## src/rtl/bitonic_pkg.sv

```systemverilog
// Shared types and sizing helpers for the iterative bitonic sort scheduler.
package bitonic_pkg;

  localparam int unsigned KEY_W     = 8;
  localparam int unsigned NUM_KEYS  = 8;
  localparam int unsigned KEY_IDX_W = 3;

  typedef logic [KEY_W-1:0] key_t;

  typedef enum logic [1:0] {
    IDLE = 2'd0,
    RUN  = 2'd1,
    DONE = 2'd2
  } state_e;

  // Number of compare-exchange passes needed to sort 2**idx_w keys.
  function automatic int unsigned num_pass(input int unsigned idx_w);
    return (idx_w * (idx_w + 1)) / 2;
  endfunction

endpackage

```

## src/rtl/bitonic_cx_pass.sv

```systemverilog
// One combinational bitonic compare-exchange pass over the whole key vector,
// selected at run time by stage p and partner distance d.
module bitonic_max_min #(
  parameter int unsigned width = 8
) (
  input  logic [width-1:0] a_i,
  input  logic [width-1:0] b_i,
  output logic [width-1:0] max_o,
  output logic [width-1:0] min_o
);

  // Ties resolve with a as the max.
  assign max_o = (a_i >= b_i) ? a_i : b_i;
  assign min_o = (a_i >= b_i) ? b_i : a_i;

endmodule

module bitonic_cx_pass #(
  parameter int unsigned width       = 8,
  parameter int unsigned index       = 8,
  parameter int unsigned index_width = 3,
  parameter int unsigned cnt_w       = 2
) (
  input  logic [width-1:0] work_i [0:index-1],
  input  logic [cnt_w-1:0] p,
  input  logic [cnt_w-1:0] d,
  output logic [width-1:0] work_o [0:index-1]
);

  localparam int unsigned HALF = index / 2;

  logic [index_width-1:0] d_bit;
  logic [index_width-1:0] low_mask;
  logic [index_width-1:0] lo_idx [0:HALF-1];
  logic [index_width-1:0] hi_idx [0:HALF-1];
  logic [width-1:0]       mn     [0:HALF-1];
  logic [width-1:0]       mx     [0:HALF-1];
  logic                   desc   [0:HALF-1];

  assign d_bit    = index_width'(1) << d;
  assign low_mask = d_bit - index_width'(1);

  // Pair k: insert a zero at bit d of k to get the lower partner.
  for (genvar k = 0; k < HALF; k++) begin : g_pair
    localparam logic [index_width-1:0] KK = index_width'(k);

    assign lo_idx[k] = ((KK & ~low_mask) << 1) | (KK & low_mask);
    assign hi_idx[k] = lo_idx[k] | d_bit;
    // Shifting past the top index bit yields 0, so the final pass is all ascending.
    assign desc[k]   = ((lo_idx[k] >> p) & index_width'(1)) != '0;

    bitonic_max_min #(.width(width)) u_max_min (
      .a_i   (work_i[lo_idx[k]]),
      .b_i   (work_i[hi_idx[k]]),
      .max_o (mx[k]),
      .min_o (mn[k])
    );
  end

  always_comb begin
    work_o = work_i;
    for (int k = 0; k < HALF; k++) begin
      work_o[lo_idx[k]] = desc[k] ? mx[k] : mn[k];
      work_o[hi_idx[k]] = desc[k] ? mn[k] : mx[k];
    end
  end

endmodule

```

## src/rtl/bitonic_iter_sched.sv

```systemverilog
// Iterative bitonic sorter: accepts a key vector, runs it through one shared
// compare-exchange pass per cycle, then holds the sorted vector for the consumer.
module bitonic_iter_sched
  import bitonic_pkg::*;
#(
  parameter int unsigned width       = KEY_W,
  parameter int unsigned index       = NUM_KEYS,
  parameter int unsigned index_width = KEY_IDX_W
) (
  input  logic             clk,
  input  logic             rst,
  input  logic             in_valid,
  output logic             in_ready,
  input  logic [width-1:0] in_data  [0:index-1],
  output logic             out_valid,
  input  logic             out_ready,
  output logic [width-1:0] out_data [0:index-1],
  output logic             busy
);

  localparam int unsigned CNT_W = $clog2(index_width + 1);

  state_e           state_q, state_d;
  logic [width-1:0] work_q [0:index-1];
  logic [width-1:0] work_d [0:index-1];
  logic [width-1:0] pass_w [0:index-1];
  logic [CNT_W-1:0] p_q, p_d;
  logic [CNT_W-1:0] d_q, d_d;
  logic             out_valid_q, out_valid_d;
  logic             busy_q, busy_d;
  logic             accept;

  bitonic_cx_pass #(
    .width       (width),
    .index       (index),
    .index_width (index_width),
    .cnt_w       (CNT_W)
  ) u_cx_pass (
    .work_i (work_q),
    .p      (p_q),
    .d      (d_q),
    .work_o (pass_w)
  );

  // A draining DONE cycle can take the next vector without a bubble.
  assign in_ready = (state_q == IDLE) || ((state_q == DONE) && out_ready);
  assign accept   = in_valid && in_ready;

  always_comb begin
    state_d = state_q;
    work_d  = work_q;
    p_d     = p_q;
    d_d     = d_q;
    unique case (state_q)
      IDLE: ;
      RUN: begin
        work_d = pass_w;
        if (d_q != '0) begin
          d_d = d_q - CNT_W'(1);
        end else if (p_q < CNT_W'(index_width)) begin
          p_d = p_q + CNT_W'(1);
          d_d = p_q;
        end else begin
          state_d = DONE;
        end
      end
      DONE: begin
        if (out_ready) state_d = IDLE;
      end
      default: state_d = IDLE;
    endcase
    if (accept) begin
      state_d = RUN;
      work_d  = in_data;
      p_d     = CNT_W'(1);
      d_d     = '0;
    end
    out_valid_d = (state_d == DONE);
    busy_d      = (state_d != IDLE);
  end

  always_ff @(posedge clk) begin
    if (rst) begin
      state_q     <= IDLE;
      p_q         <= CNT_W'(1);
      d_q         <= '0;
      out_valid_q <= 1'b0;
      busy_q      <= 1'b0;
      for (int i = 0; i < index; i++) work_q[i] <= '0;
    end else begin
      state_q     <= state_d;
      p_q         <= p_d;
      d_q         <= d_d;
      out_valid_q <= out_valid_d;
      busy_q      <= busy_d;
      work_q      <= work_d;
    end
  end

  assign out_valid = out_valid_q;
  assign busy      = busy_q;
  assign out_data  = work_q;

endmodule
```

## config.mk

```make
export PLATFORM = sky130hd
export DESIGN_NAME = bitonic_iter_sched
export DESIGN_NICKNAME = d
export VERILOG_FILES = /design/src/rtl/bitonic_pkg.sv /design/src/rtl/bitonic_cx_pass.sv /design/src/rtl/bitonic_iter_sched.sv
export SDC_FILE = /design/constraint.sdc
export NUM_CORES = 1
export LEC_CHECK = 0
export ABC_AREA = 1
export CORE_MARGIN = 1
export CORE_UTILIZATION = 31
export CTS_BUF_LIST = sky130_fd_sc_hd__clkbuf_16
export CTS_CLUSTER_DIAMETER = 80
export DETAILED_ROUTE_END_ITERATION = 8
export GPL_TIMING_DRIVEN = 0
export HOLD_SLACK_MARGIN = 0.15
export MAX_ROUTING_LAYER = met4
export PLACE_DENSITY = 0.47
export REMOVE_ABC_BUFFERS = 1
export SYNTH_ARGS = -nofsm -noshare
export SYNTH_HDL_FRONTEND = slang
export SYNTH_SLANG_ARGS = --single-unit
```

## constraint.sdc

```tcl
create_clock -name clk -period 10.2 [get_ports clk]
set_input_delay 2.04 -clock clk [delete_from_list [all_inputs] [get_ports clk]]
set_output_delay 2.04 -clock clk [all_outputs]
set_load 0.1 [all_outputs]
```

==> run_results.csv <==
group,metric,value,unit
outcome,status,"completed",
clock_network,cts_made_buffers,9,
clock_network,clkLatencyLatePin,0.36,ns
die,initial_utilization,0.316,
die,rows,64,
power,p_leak,5.14,nW
setup_path,start_kind,"flop",
global_routing,grt_max_degree,81,
logic_synthesis,synth_top_area_frac,0.229,
job,cap_violations,0,
clock_network,post_cts_buffers,0,
power,pwr-share-seq,0.131,
finish,antenna_cells,0,
power,p_sw_frac,0.645,
global_routing,grt_first_pass_wirelength,76400,um
die,fp.dieH,178,um
detailed_routing,dr.first_iter.drc_count,1634,
logic_synthesis,ys.flop_type,"dfxtp_1",
logic_synthesis,ys_seq_area_frac,0.149,
finish,area_growth_syn_to_layout,18.8,%
setup_path,worst_ep_arrival_time,7.81,ns
detailed_routing,num_vias,12600,
clock_network,htreeDepth,3,
global_routing,antenna_found_initial,0,
power,p_int,1.20,mW
logic_synthesis,yosys.area.top_type,"nand2_1",
detailed_routing,drt_pre_antenna_iters,9,
setup_path,cp.required,10.41,ns
clock_network,cts_resized,0,
logic_synthesis,synth_area,9660,um^2
die,ios,135,
clock_network,holdBufCountCts,0,
worst_hold_path,min_from,"out_data[26]$_SDFFE_PP0P_",
global_routing,grt_overflow,0,
detailed_routing,wl_per_cell,23.9,um
power,clockPowerShare,0.110,
power,power,3.39,mW
logic_synthesis,synth.area.top_cells,"nand2_1 23%, dfxtp_1 15%, nand3_1 13%, o21ai_0 6.9%, a21oi_1 6.3%",
placement,dpl.hpwl,39900,um
setup_path,path_class,"reg -> reg",
clock_network,root_buffer,"clkbuf_16",
global_routing,grt_pass1_vias,11200,
logic_synthesis,postSynthAreaPerCell,5.46,um^2
power,p_sw,2.19,mW
sta,period_share,0.745,
clock_network,cts_tree,"built",
logic_synthesis,synthDistinctLibCells,50,
worst_hold_path,hp-class,"reg -> reg",
placement,gp_congestion,0.993,
detailed_routing,postRouteAntennaNets,0,
logic_synthesis,yosys_warnings,0,
placement,io_buffers,134,
power,ir_drop,0.112,mV
detailed_routing,viasPerCell,5.69,
sta,timing.final.hold_violations,0,
sta,rsz0062_at_grt,"false",
logic_synthesis,synth_cells,1770,
logic_synthesis,synth_edf_count,0,
die,chipWidth,178,um
sta,period_needed,7.60,ns
setup_path,reg2reg_from,"d_q[1]$_SDFFE_PP0P_",
finish,layout-drive-gt1-share,0.0487,
logic_synthesis,async_flop_share,0,
power,combinationalPowerShare,0.758,
setup_path,cp-end-kind,"flop",
logic_synthesis,yosys-top-cells-count,"589 x nand2_1, 248 x nand3_1, 146 x inv_1",
clock_network,clock_path_buffers,2,
sta,fmax,132,MHz
sta,drv_slew,0,
detailed_routing,remaining_drc_errors,0,
power,powerDensity,296,nW/um^2
detailed_routing,routed_wl,53100,um
die,core-area,30600,um^2
clock_network,clk_pin_slew,0.07,ns
clock_network,cts.sinks,72,
sta,clock_skew,0.0122,ns
sta,setup_violations,0,
setup_path,startpoint,"d_q[1]$_SDFFE_PP0P_",
finish,fill_cells,3470,
sta,maxSlewHeadroom,0.180,
die,die_area,31900,um^2
setup_path,critPathMaxFanout,32,
finish,nets,1933,
logic_synthesis,ys_seq_elements,72,
sta,tns,0,ns
global_routing,grt_usage,0.342,
logic_synthesis,synth.most_common_cell,"nand2_1",
sta,max_slew.worst_pin.slew,1.23,ns
worst max-delay path: stages, from the launching register on:
cell and delay (ns):
dfxtp_1 0.38, inv_1 0.19, ha_2 0.76, inv_2 0.48, ha_2 1.06, inv_1 0.80
or2_2 0.52, o21ai_0 0.11, inv_1 0.10, ha_1 0.32, a21oi_1 0.28, o21ai_0 0.16
nand2_1 0.10, nand3_2 0.42, inv_1 0.47, nand2_1 0.12, nand3_1 0.09, nand2_1 0.30
o21ai_0 0.26, inv_1 0.06, nand2_1 0.06, nand2_1 0.09, nand2_1 0.07, nand2_1 0.07
nand2_1 0.06, a21oi_1 0.06
layout make-up:
| type | instances | area (um^2) | area share |
|---|---|---|---|
| Clock buffer | 9 | 225 | 0.0196 |
| Clock inverter | 7 | 95.1 | 0.00829 |
| Inverter | 155 | 589 | 0.0514 |
| Multi-Input combinational cell | 1444 | 7150 | 0.623 |
| Sequential cell | 72 | 1440 | 0.126 |
| Tap cell | 396 | 495 | 0.0432 |
| Timing Repair Buffer | 140 | 1470 | 0.128 |
metrics by stage:
| stage | setup WS (ns) | cell area [um^2] | util | hold WS [ns] | instances |
|---|---|---|---|---|---|
| 2_1_floorplan | 4.18 | 9130 | - | 0.503 | 1671 |
| 3_3_place_gp | 0.0736 | 11000 | 0.359 | 0.471 | 2201 |
| 3_5_place_dp | 2.17 | 11100 | 0.364 | 0.477 | 2207 |
| 4_1_cts | 2.12 | 11500 | 0.375 | 0.488 | 2223 |
| 5_1_grt | 2.21 | 11500 | 0.375 | 0.516 | 2223 |
| 6_report | 2.60 | 11500 | 0.375 | 0.486 | 2223 |
path summary, 6_finish.rpt:
path | cells past startpoint | endpoint | slack [ns]
setup / recovery | 25 | out_data[37]$_SDFFE_PP0P_ | 2.60
hold / removal | 2 | out_data[26]$_SDFFE_PP0P_ | 0.49
setup reg to reg | 25 | out_data[37]$_SDFFE_PP0P_ | 2.60
hold reg to reg | 2 | out_data[26]$_SDFFE_PP0P_ | 0.49
placed cells by master, fill, tap and decap left out, drive strengths merged, types with 3 or more instances in the layout:
master         count
o221ai             6
a32oi              3
o31ai              3
a211oi             3
nand3            251
nor3               6
clkbuf             9
and2               3
dfxtp             72
o21a               3
o21ai            167
or2               12
a21oi            124
nor2             128
o22ai             13
a31oi             10
ha                43
buf                7
o211ai            32
nand4             11
o2111ai            5
clkinv             4
inv              155
clkdlybuf4s50    133
nand2            613
cells by family (layout without fill, tap and decap cells):
kind of cell,count (synthesis),count (layout),share of synthesized area
fa+ha+maj,43,43,0.0557
buf+inv,254,311,0.115
simple gates,1026,1026,0.453
compound gates,375,375,0.227
flops,72,72,0.149
flip-flops by register name, indices dropped and copies added (netlist names):
signal and flops:
p_q 2, state_q 2, busy 1, out_data 64, d_q 2, out_valid 1
power by group through the flow:
stage / sequential, mW / combinational [mW] / clock, mW
5_1_grt: 0.449 / 2.78 / 0.391
6_report: 0.446 / 2.57 / 0.375
3_5_place_dp: 0.448 / 2.51 / 0
4_1_cts: 0.442 / 2.52 / 0.377
2_1_floorplan: 0.784 / 1.34 / 0
3_3_place_gp: 0.449 / 2.50 / 0
routing by layer:
metal	track usage	share of wire	up-vias
met2	0.519	0.44	608
li1	-	-	6000
met4	0.0950	0.028	0
met5	-	0	-
met3	0.0413	0.081	87
met1	0.472	0.45	5944
Power figures use the tool's default switching activity.
